<file path="src/rtl/m_dram_arbiter_n.sv">
// m_dram_arbiter_n: round-robin arbiter that serialises NCH CPU+MMU DRAM
// request channels onto a single DRAM controller, one transaction in flight.
// Optional build macro ARB_GRANT_CNT_EN adds per-channel 32-bit grant
// counters on w_grant_cnt; when it is undefined that port is tied to zero.
module m_dram_arbiter_n #(
   parameter int NCH = 2,
   parameter int AW  = 32,
   parameter int DW  = 32,
   parameter int CW  = 3
) (
   input  logic              CLK,
   input  logic              RST_X,
   input  logic [NCH*AW-1:0] w_ch_addr,
   input  logic [NCH*DW-1:0] w_ch_wdata,
   input  logic [NCH*CW-1:0] w_ch_ctrl,
   input  logic [NCH-1:0]    w_ch_le,
   input  logic [NCH-1:0]    w_ch_we,
   output logic [NCH-1:0]    w_ch_busy,
   output logic [NCH*DW-1:0] w_ch_odata,
   output logic [AW-1:0]     w_dram_addr,
   output logic [DW-1:0]     w_dram_wdata,
   output logic [CW-1:0]     w_dram_ctrl,
   output logic              w_dram_le,
   output logic              w_dram_we_t,
   input  logic [DW-1:0]     w_dram_odata,
   input  logic              w_dram_busy,
   output logic [NCH*32-1:0] w_grant_cnt
);

   localparam int          GW   = (NCH > 1) ? $clog2(NCH) : 1;
   localparam int unsigned NCHU = NCH;

   localparam logic [1:0] S_IDLE  = 2'd0;
   localparam logic [1:0] S_ISSUE = 2'd1;
   localparam logic [1:0] S_WAIT  = 2'd2;

   logic [1:0]     state;
   logic           active;
   logic [GW-1:0]  grant;
   logic [GW-1:0]  rr_ptr;
   logic [GW-1:0]  sel;
   logic           sel_vld;
   logic [GW-1:0]  nxt_ptr;
   logic [NCH-1:0] pending;
   logic [NCH-1:0] pend_clr;
   logic [NCH-1:0] cap;

   logic [AW-1:0]  lat_addr  [NCH];
   logic [DW-1:0]  lat_wdata [NCH];
   logic [CW-1:0]  lat_ctrl  [NCH];
   logic [NCH-1:0] lat_dir;
   logic [DW-1:0]  odata_r   [NCH];

   // Busy per channel: waiting for a grant or currently owning the DRAM port
   always_comb begin
      w_ch_busy = '0;
      for (int unsigned i = 0; i < NCHU; i++) begin
         w_ch_busy[i] = pending[i] | (active & (grant == GW'(i)));
      end
   end

   // Requests are only accepted from idle channels; le+we together counts as store
   always_comb begin
      cap = (w_ch_le | w_ch_we) & ~w_ch_busy;
   end

   // Round-robin pick: first pending channel at or after rr_ptr, wrapping
   always_comb begin
      int unsigned idx;
      sel     = '0;
      sel_vld = 1'b0;
      idx     = 0;
      for (int unsigned k = 0; k < NCHU; k++) begin
         idx = (32'(rr_ptr) + k) % NCHU;
         if (!sel_vld && pending[idx]) begin
            sel     = GW'(idx);
            sel_vld = 1'b1;
         end
      end
   end

   // Pending bit to drop on the cycle a grant is made, and next rr pointer
   always_comb begin
      pend_clr = '0;
      if (state == S_IDLE && sel_vld) begin
         pend_clr[sel] = 1'b1;
      end
      nxt_ptr = (grant == GW'(NCH - 1)) ? '0 : grant + GW'(1);
   end

   // Latch each accepted request's payload and direction
   always_ff @(posedge CLK or negedge RST_X) begin
      if (!RST_X) begin
         lat_dir <= '0;
         for (int unsigned i = 0; i < NCHU; i++) begin
            lat_addr[i]  <= '0;
            lat_wdata[i] <= '0;
            lat_ctrl[i]  <= '0;
         end
      end else begin
         for (int unsigned i = 0; i < NCHU; i++) begin
            if (cap[i]) begin
               lat_addr[i]  <= w_ch_addr[i*AW +: AW];
               lat_wdata[i] <= w_ch_wdata[i*DW +: DW];
               lat_ctrl[i]  <= w_ch_ctrl[i*CW +: CW];
               lat_dir[i]   <= w_ch_we[i];
            end
         end
      end
   end

   // Arbitration FSM: grant in IDLE, pulse in ISSUE, collect result in WAIT
   always_ff @(posedge CLK or negedge RST_X) begin
      if (!RST_X) begin
         state        <= S_IDLE;
         active       <= 1'b0;
         grant        <= '0;
         rr_ptr       <= '0;
         pending      <= '0;
         w_dram_addr  <= '0;
         w_dram_wdata <= '0;
         w_dram_ctrl  <= '0;
         w_dram_le    <= 1'b0;
         w_dram_we_t  <= 1'b0;
         for (int unsigned i = 0; i < NCHU; i++) begin
            odata_r[i] <= '0;
         end
      end else begin
         pending     <= (pending | cap) & ~pend_clr;
         w_dram_le   <= 1'b0;
         w_dram_we_t <= 1'b0;
         case (state)
            S_IDLE: begin
               // DRAM outputs are registered here so they are valid during ISSUE
               if (sel_vld) begin
                  grant        <= sel;
                  active       <= 1'b1;
                  w_dram_addr  <= lat_addr[sel];
                  w_dram_wdata <= lat_wdata[sel];
                  w_dram_ctrl  <= lat_ctrl[sel];
                  w_dram_le    <= ~lat_dir[sel];
                  w_dram_we_t  <= lat_dir[sel];
                  state        <= S_ISSUE;
               end
            end
            S_ISSUE: begin
               state <= S_WAIT;
            end
            S_WAIT: begin
               if (!w_dram_busy) begin
                  if (!lat_dir[grant]) begin
                     odata_r[grant] <= w_dram_odata;
                  end
                  active <= 1'b0;
                  rr_ptr <= nxt_ptr;
                  state  <= S_IDLE;
               end
            end
            default: begin
               active <= 1'b0;
               state  <= S_IDLE;
            end
         endcase
      end
   end

   // Pack per-channel load data onto the flat output bus
   always_comb begin
      w_ch_odata = '0;
      for (int unsigned i = 0; i < NCHU; i++) begin
         w_ch_odata[i*DW +: DW] = odata_r[i];
      end
   end

`ifdef ARB_GRANT_CNT_EN
   logic [31:0] gcnt [NCH];

   // Count grants per channel, wrapping naturally at 2^32
   always_ff @(posedge CLK or negedge RST_X) begin
      if (!RST_X) begin
         for (int unsigned i = 0; i < NCHU; i++) begin
            gcnt[i] <= '0;
         end
      end else if (state == S_IDLE && sel_vld) begin
         gcnt[sel] <= gcnt[sel] + 32'd1;
      end
   end

   // Pack counters onto the flat output bus
   always_comb begin
      w_grant_cnt = '0;
      for (int unsigned i = 0; i < NCHU; i++) begin
         w_grant_cnt[i*32 +: 32] = gcnt[i];
      end
   end
`else
   assign w_grant_cnt = '0;
`endif

endmodule
</file>
<file path="config.mk">
export PLATFORM = sky130hd
export DESIGN_NAME = m_dram_arbiter_n
export DESIGN_NICKNAME = d
export VERILOG_FILES = /design/src/rtl/m_dram_arbiter_n.sv
export SDC_FILE = /design/constraint.sdc
export NUM_CORES = 1
export LEC_CHECK = 0
export CAP_MARGIN = 20
export CORE_MARGIN = 2
export CORE_UTILIZATION = 50
export CTS_CLUSTER_DIAMETER = 30
export DETAILED_ROUTE_END_ITERATION = 8
export GPL_ROUTABILITY_DRIVEN = 0
export GPL_TIMING_DRIVEN = 1
export PLACE_DENSITY_LB_ADDON = 0.1
export SYNTH_ARGS = -nofsm -noshare
export SYNTH_HDL_FRONTEND = slang
export SYNTH_SLANG_ARGS = --single-unit
</file>
<file path="constraint.sdc">
create_clock -name CLK -period 4 [get_ports CLK]
set_input_delay 0.4 -clock CLK [delete_from_list [all_inputs] [get_ports CLK]]
set_output_delay 0.4 -clock CLK [all_outputs]
set_load 0.005 [all_outputs]
</file>
Word-level counts from Yosys, hierarchy flattened
Cells that the tools add are included.

Add/sub/neg operators: 2. Multipliers: 0. Divide/modulo/power cells: 0. $lt $le $gt $ge: 8. Equal/unequal tests: 4. Shift-type cells: 0. Muxes and demuxes: 38. Bitwise logic cells: 17. Reduce and logical (&&, ||, !) cells: 11.

Operators by type and width (number): 32-bit 2-to-1 mux (7); 64-bit bitwise mux (1); 32-bit demux with 1-bit select (1); 1-bit 2-to-1 mux (20); 3-bit 2-to-1 mux (3); 1-bit by 2-bit less-than comparator with 1-bit output, second input constant (4); 2-bit 2-to-1 mux (3); 2-bit one-hot mux with 3 select lines (1); 2-bit AND reduction (3); 3-bit AND reduction (2); 1-bit NOT (5); 2-bit bitwise AND (2); 2-bit greater-or-equal comparator, second input constant (2); 1-bit logical AND (4); 2-bit inequality test, second input constant (2); 1-bit NOT with 2-bit output (2); 2-bit NOT (2); 2-bit OR (2); 1-bit one-hot mux with 3 select lines (1); 1-bit adder, second input constant (2); 1-bit bitwise AND (2); 2-bit by 1-bit equality test with 1-bit output, second input constant (1); 2-bit equality test, second input constant (1); 2-bit zero test (1); 5 further kinds (6).

Flip-flop bits (word level): 276. Bits in latches: 0. RAM bits: 0. ROM bits: 0. Input bits: 173. Output and inout port bits: 199. Word-level logic and storage cells: 100. Memories kept: 0.

Longest topological paths before layout
Gate-level depths: netlist of run 1.

Word-level depth: 13. Mapped depth: 6. Gate-level depth less buffers: 3.

Least setup slack after synthesis of run 1
OpenSTA, ideal clock, no wires.

Path kind: input to register. Start: in w_dram_busy. End: reg odata_r (netlist bit w_ch_odata[10]). Library setup time: 0.125 ns. Arrival: 1.667 ns. Data required time: 3.875 ns. Slack: 2.207 ns. Cell stages on the path: 5. Path buffers: 2. Path through: or3b_1 -> or3_1 -> buf_6 -> buf_12 -> mux2_4.

Longest elaborated chain between the ends: 2.

Ends and longest elaborated chain: from (decl) (RTL line 26) `input logic w_dram_busy,`; 1-bit NOT (no source line); 3-bit AND reduction (no source line); to (signal, indexed assignment) (RTL line 152) `odata_r[grant] <= w_dram_odata;`; to (decl) (RTL line 52) `logic [DW-1:0] odata_r [NCH];`.

Every way passes these cells. A chain may end at the register's enable or synchronous reset.

Final worst setup path of run 1
Start: reg state[1]. End: reg w_dram_addr[30].

Longest elaborated chain between the ends: 2.

Ends and longest elaborated chain: from (decl) (RTL line 37) `logic [1:0] state;`; from (signal assigned) (RTL line 115) `state <= S_IDLE;`; from (signal assigned) (RTL line 143) `state <= S_ISSUE;`; from (signal assigned) (RTL line 147) `state <= S_WAIT;`; 2-bit zero test (RTL line 132) `case (state)`; 2-bit AND reduction (no source line); to (signal assigned) (RTL line 138) `w_dram_addr <= lat_addr[sel];`; to (decl) (RTL line 20) `output logic [AW-1:0] w_dram_addr,`.

Every way passes these cells.

==> out/metrics.cfg, run 1 <==
[floorplan]
top_level_ports=372
die_area_mm2=0.0244
start_util=0.510
die_width_um=156
chipHeight_um=156
rows=55
core_mm2=0.0227

[yosys]
synth_area_per_cell_um2=15.2
synth_top_flop_cell=dfrtp_1
synth_compound_area_frac=0.112
synth_top_family_by_area=multiplexers
ys_async_sr_fraction=1.00
synth-adder-area-share=0
ys_ff_latch=276
synth_area_mm2=0.0116
synth_edf_count=0
synthXorXnorAreaFrac=0
yosys.area_share.simple=0.00756
muxShareOfSynthArea=0.212
synthCells=763
ys_seq_area_frac=0.596
synthDistinctLibCells=32
yosysWarningCount=0

[sta]
fin_skew_ns=0.0207
fmax_mhz=396
worstMarginPinSlew_ns=1.09
min_period_ns=2.53
period_share=0.631
fin_setup_tns_ns=0
hold_viol=0
relSlewSlack=0.276
rsz0062_at_grt=no
setup-violations-final=0
slew_violations=0

[power_and_ir_drop]
power_leakage_uw=0.00736
power_density_mw_per_mm2=903
vdd_drop_max_mv=0.530

[critical_path]
path_class=register to register
required_ns=4.41
critPathLaunchType=register
cp_max_fo=39
critPathCaptureType=register
worstPathArrival_ns=2.94

[worst_hold_path]
hold_path_class=input pin to register

[clocking]
path_clk_slew_ns=0.05
cts_tree=built
cts_htree_levels=2
cts_sinks=276
clockBufferDepth=3
ctsRootBufferMaster=clkbuf_16
cts_made_buffers=56
post-cts-setup-buffers=0
worstSkewPairLatency_ns=0.54

[finish]
final_nets=1262
drive_gt1_frac=0.282
area_growth_pct=43.2
post-route-util=0.730
nFillCells=1520

[routing]
dr.pass1.iters=6
postRouteAntennaNets=0
vias=7519
drcViolationCount=0
wl_um=28700
wl_per_cell_um=20.2
dr.first_iter.drc_count=283
viasPerCell=5.29

[global_route]
antenna_found_initial=1
grt_max_degree=101
grt_pass1_vias=7931
grt_pass1_wl_um=44300
gr-usage-all-layers=0.234
grt-ovfl-total=0

[job]
max_cap_viol_count=0

[outcome]
status=complete, no violations

[place]
portBuffers=307
hpwl_um=18300

synthesized netlist by cell type, types with 2 or more instances:
master / number / area share
dfrtp_1: 276 / 0.60
mux2_2: 138 / 0.13
o21a_1: 69 / 0.045
a221o_1: 67 / 0.058
buf_4: 64 / 0.041
mux2_4: 60 / 0.078
clkbuf_1: 23 / 0.0075
buf_2: 19 / 0.0082
inv_1: 7 / 0.0023
buf_12: 6 / 0.010
o21ai_0: 5 / 0.0022
or3_1: 3 / 0.0016
a21boi_0: 2 / 0.0013
a21oi_1: 2 / 0.00086
buf_6: 2 / 0.0019
nand2_1: 2 / 0.00065
nand3_1: 2 / 0.00086
nor2_1: 2 / 0.00065
critical path: stages, from the launching register on:
cell and delay [ns]:
dfrtp_1 0.38, or2_2 0.68, buf_4 0.59, nor3_4 0.08, buf_4 0.29, a221o_1 0.35
flip-flops by register name, indices dropped and copies added (netlist names), 2 cells and up:
| register | flops |
|---|---|
| pending | 2 |
| state | 2 |
| lat_addr | 64 |
| lat_wdata | 64 |
| w_dram_wdata | 32 |
| w_dram_ctrl | 3 |
| w_ch_odata | 64 |
| lat_dir | 2 |
| w_dram_addr | 32 |
| lat_ctrl | 6 |
path summary, 6_finish.rpt:
path	startpoint	to	slack [ns]	depth (start not counted)
min in group asynchronous	RST_X	lat_wdata[14]$_DFFE_PN0P_	0.51	2
worst max-delay path	state[1]$_DFFE_PN0P_	w_dram_addr[30]$_DFFE_PN0N_	1.47	5
max in group asynchronous	RST_X	w_ch_odata[4]$_DFFE_PN0P_	2.49	3
worst min register to register	lat_addr[55]$_DFFE_PN0P_	w_dram_addr[23]$_DFFE_PN0N_	0.49	1
worst max register to register	state[1]$_DFFE_PN0P_	w_dram_addr[30]$_DFFE_PN0N_	1.47	5
worst min-delay path	w_ch_wdata[57]	lat_wdata[25]$_DFFE_PN0P_	0.46	2
metal layers:
layer | share of wire | up-vias | global-route usage | routed length, um
met4 | 0.023 | 0 | 0.0725 | 662
met2 | 0.48 | 311 | 0.377 | 13700
met3 | 0.089 | 47 | 0.0806 | 2560
met5 | 0 | - | 0 | 0
li1 | - | 3355 | - | -
met1 | 0.41 | 3806 | 0.299 | 11800
cells by family (layout without fill, tap and decap cells):
logic type | after synthesis | after routing
AND/OR/NAND/NOR | 15 | 15
other | 1 | 65
buffers and inverters | 122 | 431
AO/OA/AOI/OAI | 151 | 151
multiplexers | 198 | 198
flip-flops | 276 | 276
cell type report:
class                           instances  area, um2  share of cell area
Clock inverter                         36        399              0.0241
Sequential cell                       276       6910               0.417
Inverter                                7       26.3             0.00159
Timing Repair Buffer                  320       3220               0.194
Tap cell                              285        357              0.0215
Clock buffer                           68       1550              0.0934
Antenna cell                            1       2.50            0.000151
Multi-Input combinational cell        428       4120               0.249
per-stage QoR:
| step | power (uW) | hold WS, ns | cells | area [um2] | worst slack [ns] |
|---|---|---|---|---|---|
| after floorplan | 7980 | 0.104 | 826 | 11800 | 2.21 |
| after global placement | 10200 | 0.479 | 1315 | 14600 | 1.30 |
| after detailed placement | 10400 | 0.489 | 1315 | 14600 | 1.27 |
| after CTS | 15100 | 0.443 | 1420 | 16600 | 1.48 |
| after global routing | 15800 | 0.451 | 1421 | 16600 | 1.35 |
| final | 15000 | 0.462 | 1421 | 16600 | 1.47 |
layout by cell type (no fill, tap or decap), types with 3 or more instances in the layout:
master           count
clkbuf_8             8
conb_1              64
o21ai_0              5
clkdlybuf4s50_1    306
o21a_1              68
inv_1                7
clkinv_2            14
clkinv_4             4
mux2_2             138
buf_12               3
clkinvlp_4          10
clkbuf_16           57
dfrtp_1            276
buf_4                9
clkbuf_1             3
bufinv_16            7
a221o_1             67
mux2_4              60
repair_timing:
action                    in CTS  in global routing
resized for setup              0                  0
hold endpoints to repair      96                  0
hold buffers                   1                  0
power by group:
group,internal [uW],total [uW],switching [uW]
registers,4220,5030,805
clock network,3190,4670,1480
logic,3250,5280,2030
(Power assumes the default switching activity.)
==> inputs of run 2 (changes only) <==
--- a/config.mk
+++ b/config.mk
@@ -7,7 +7,7 @@
 export LEC_CHECK = 0
 export CAP_MARGIN = 20
 export CORE_MARGIN = 2
-export CORE_UTILIZATION = 50
+export CORE_UTILIZATION = 42
 export CTS_CLUSTER_DIAMETER = 30
 export DETAILED_ROUTE_END_ITERATION = 8
 export GPL_ROUTABILITY_DRIVEN = 0
==> constraint.sdc (replaced) <==
create_clock -name CLK -period 2.1 [get_ports CLK]
set_input_delay 0.21 -clock CLK [delete_from_list [all_inputs] [get_ports CLK]]
set_output_delay 0.21 -clock CLK [all_outputs]
set_load 0.005 [all_outputs]
==> run 2 against run 1 <==
Sequential share of layout area down 0.74 points. Routed wire length up 4.5%. Die area grew 19%. Via count is 0.53% higher. Clock-buffer cell count rose by 5. Global-route usage fell by 2.5 points. Critical path depth decreased by 1. Clock skew is 0.0077 ns lower.
==> out/metrics.cfg, run 2 (synthesis gave the netlist of run 1 again) <==
[sta]
hold_ws_ns=0.219  ; was 0.462 ns
period_share=0.966
worstMarginPinSlew_ns=0.626  ; was 1.09 ns
fmax_mhz=493
min_period_ns=2.03
finalWorstSetupSlack_ns=0.0715  ; was 1.47 ns
hold_viol=0  ; unchanged
slew_violations=0  ; unchanged
rsz0062_at_grt=no  ; unchanged
setup-violations-final=0  ; unchanged
relSlewSlack=0.583  ; was 0.276
fin_skew_ns=0.0131  ; was 0.0207 ns
fin_setup_tns_ns=0  ; unchanged

[clocking]
clockBufferDepth=3  ; unchanged
ctsRootBufferMaster=clkbuf_16  ; unchanged
worstSkewPairLatency_ns=0.56  ; was 0.54 ns
cts_sinks=276  ; unchanged
path_clk_slew_ns=0.05  ; about the same
cts_made_buffers=58  ; was 56
post-cts-setup-buffers=0  ; unchanged
cts_htree_levels=2  ; unchanged
cts_tree=built  ; unchanged

[global_route]
grt_pass1_wl_um=46500  ; was 44300 um
grt-ovfl-total=0  ; unchanged
antenna_found_initial=2  ; was 1
grt_max_degree=69  ; was 101
grt_pass1_vias=8021  ; was 7931
gr-usage-all-layers=0.208  ; was 0.234

[critical_path]
r2r_start=state[0]$_DFFE_PN0P_  ; was state[1]$_DFFE_PN0P_
critPathLaunch=grant$_DFFE_PN0N_  ; was state[1]$_DFFE_PN0P_
crit-reg2reg-capture=w_ch_odata[7]$_DFFE_PN0P_  ; was w_dram_addr[30]$_DFFE_PN0N_
critPathCaptureType=output pin  ; was register
r2r_slack_ns=0.19  ; was 1.47 ns
r2r_cells=4  ; was 5
crit_path_end=w_ch_busy[1]  ; was w_dram_addr[30]$_DFFE_PN0N_
required_ns=1.89  ; was 4.41 ns
critPathLaunchType=register  ; unchanged
cp_max_fo=7  ; was 39
worstPathArrival_ns=1.82  ; was 2.94 ns
path_class=register to output pin  ; was register to register

[floorplan]
die_area_mm2=0.0289  ; was 0.0244 mm2
core_mm2=0.0270  ; was 0.0227 mm2
die_width_um=170  ; was 156 um
top_level_ports=372  ; unchanged
chipHeight_um=170  ; was 156 um
start_util=0.428  ; was 0.510
rows=60  ; was 55

[finish]
final_common_cell=clkdlybuf4s50_1  ; unchanged
final_nets=1275  ; was 1262
nFillCells=2114  ; was 1520
drive_gt1_frac=0.287  ; was 0.282
diodes=0  ; was 1
final_cell_mix=clkdlybuf4s50_1 (305), dfrtp_1 (275), mux2_2 (138), o21a_1 (68), a221o_1 (67)  ; was clkdlybuf4s50_1 (306), dfrtp_1 (276), mux2_2 (138), o21a_1 (68), a221o_1 (67)
area_growth_pct=45.8  ; was 43.2%

[power_and_ir_drop]
power.switching_uw=8340  ; was 4310 uW
vdd_drop_max_mv=0.861  ; was 0.530 mV
power_leakage_uw=0.00748  ; was 0.00736 uW
power_density_mw_per_mm2=1710  ; was 903 mW/mm2
power_frac_clock=0.311  ; was 0.312
internal-power_uw=20500  ; was 10700 uW
swShare=0.289  ; was 0.288
seq_power_share=0.332  ; was 0.336
power_frac_comb=0.357  ; was 0.353
report.power.total_uw=28900  ; was 15000 uW

[routing]
postRouteAntennaNets=0  ; unchanged
viasPerCell=5.07  ; was 5.29
wl_um=30000  ; was 28700 um
dr.pass1.iters=4  ; was 6
dr.first_iter.drc_count=356  ; was 283
vias=7559  ; was 7519
drcViolationCount=0  ; unchanged
wl_per_cell_um=20.1  ; was 20.2 um

[worst_hold_path]
hold_path_class=input pin to asynchronous set/reset pin  ; was input pin to register

[place]
hpwl_um=19200  ; was 18300 um
place_ws_ns=-0.0821  ; was 1.27 ns
portBuffers=307  ; unchanged

[outcome]
status=complete, no violations  ; unchanged

[job]
max_cap_viol_count=0  ; unchanged

run 2: cell types whose count changed in the layout (fill, tap and decap cells not counted), moves of 2 or more:
cell | before | now
inv_6 | 1 | 3
buf_12 | 3 | 13
clkinvlp_4 | 10 | 6
clkbuf_1 | 3 | 9
clkbuf_8 | 8 | 6
run 2: layout make-up:
cell class | instances | area, um2 | share of cell area
clock buffers | 73 | 1570 | 0.0929
flip-flops and latches | 276 | 6910 | 0.409
inverters | 7 | 26.3 | 0.00156
well taps | 341 | 427 | 0.0253
repair buffers | 331 | 3420 | 0.203
clock inverters | 34 | 394 | 0.0234
multi-input cells | 428 | 4130 | 0.245
run 2: power groups by stage:
stage	clock network [uW]	registers, uW	logic (uW)
4_1_cts	9140	9570	10500
3_5_place_dp	0	9590	10400
2_1_floorplan	0	9320	5890
3_3_place_gp	0	9550	10200
6_report	8980	9570	10300
5_1_grt	9460	9900	11100
run 2: per-layer routing:
metal / vias to the layer above / track usage / wire length, um
li1: 3379 / - / -
met1: 3829 / 0.262 / 12300
met2: 298 / 0.334 / 14200
met3: 51 / 0.0763 / 2770
met4: 2 / 0.0702 / 694
met5: - / 0 / 13
run 2: worst max-delay path, stage by stage (launching register included):
cell,delay [ns]
dfrtp_2,0.47
a21oi_4,0.16
buf_4,0.14
inv_1,0.03
clkdlybuf4s50_1,0.46
run 2: what timing repair did:
action	CTS	global route
cloned	0	0
hold endpoints to repair	56	0
hold buffers	1	0
pin swaps	0	1
endpoints found under the setup margin	2	1
resized for setup	4	1
run 2: worst min path at each step:
stage / start / endpoint / slack [ns]
CTS: RST_X / w_dram_wdata[9]$_DFFE_PN0N_ / 0.22
global route: RST_X / w_dram_wdata[12]$_DFFE_PN0N_ / 0.25
global placement: RST_X / w_dram_wdata[12]$_DFFE_PN0N_ / 0.21
floorplan: RST_X / active$_DFFE_PN0P_ / -0.09
finish: RST_X / w_dram_wdata[12]$_DFFE_PN0N_ / 0.22
detailed placement: RST_X / w_dram_wdata[12]$_DFFE_PN0N_ / 0.21
run 2: through the flow:
step | cell area, um2 | instances | util
after floorplan | 11800 | 826 | -
after global placement | 14900 | 1382 | 0.551
after detailed placement | 14900 | 1382 | 0.551
after CTS | 16900 | 1490 | 0.624
after global routing | 16900 | 1490 | 0.625
final | 16900 | 1490 | 0.625
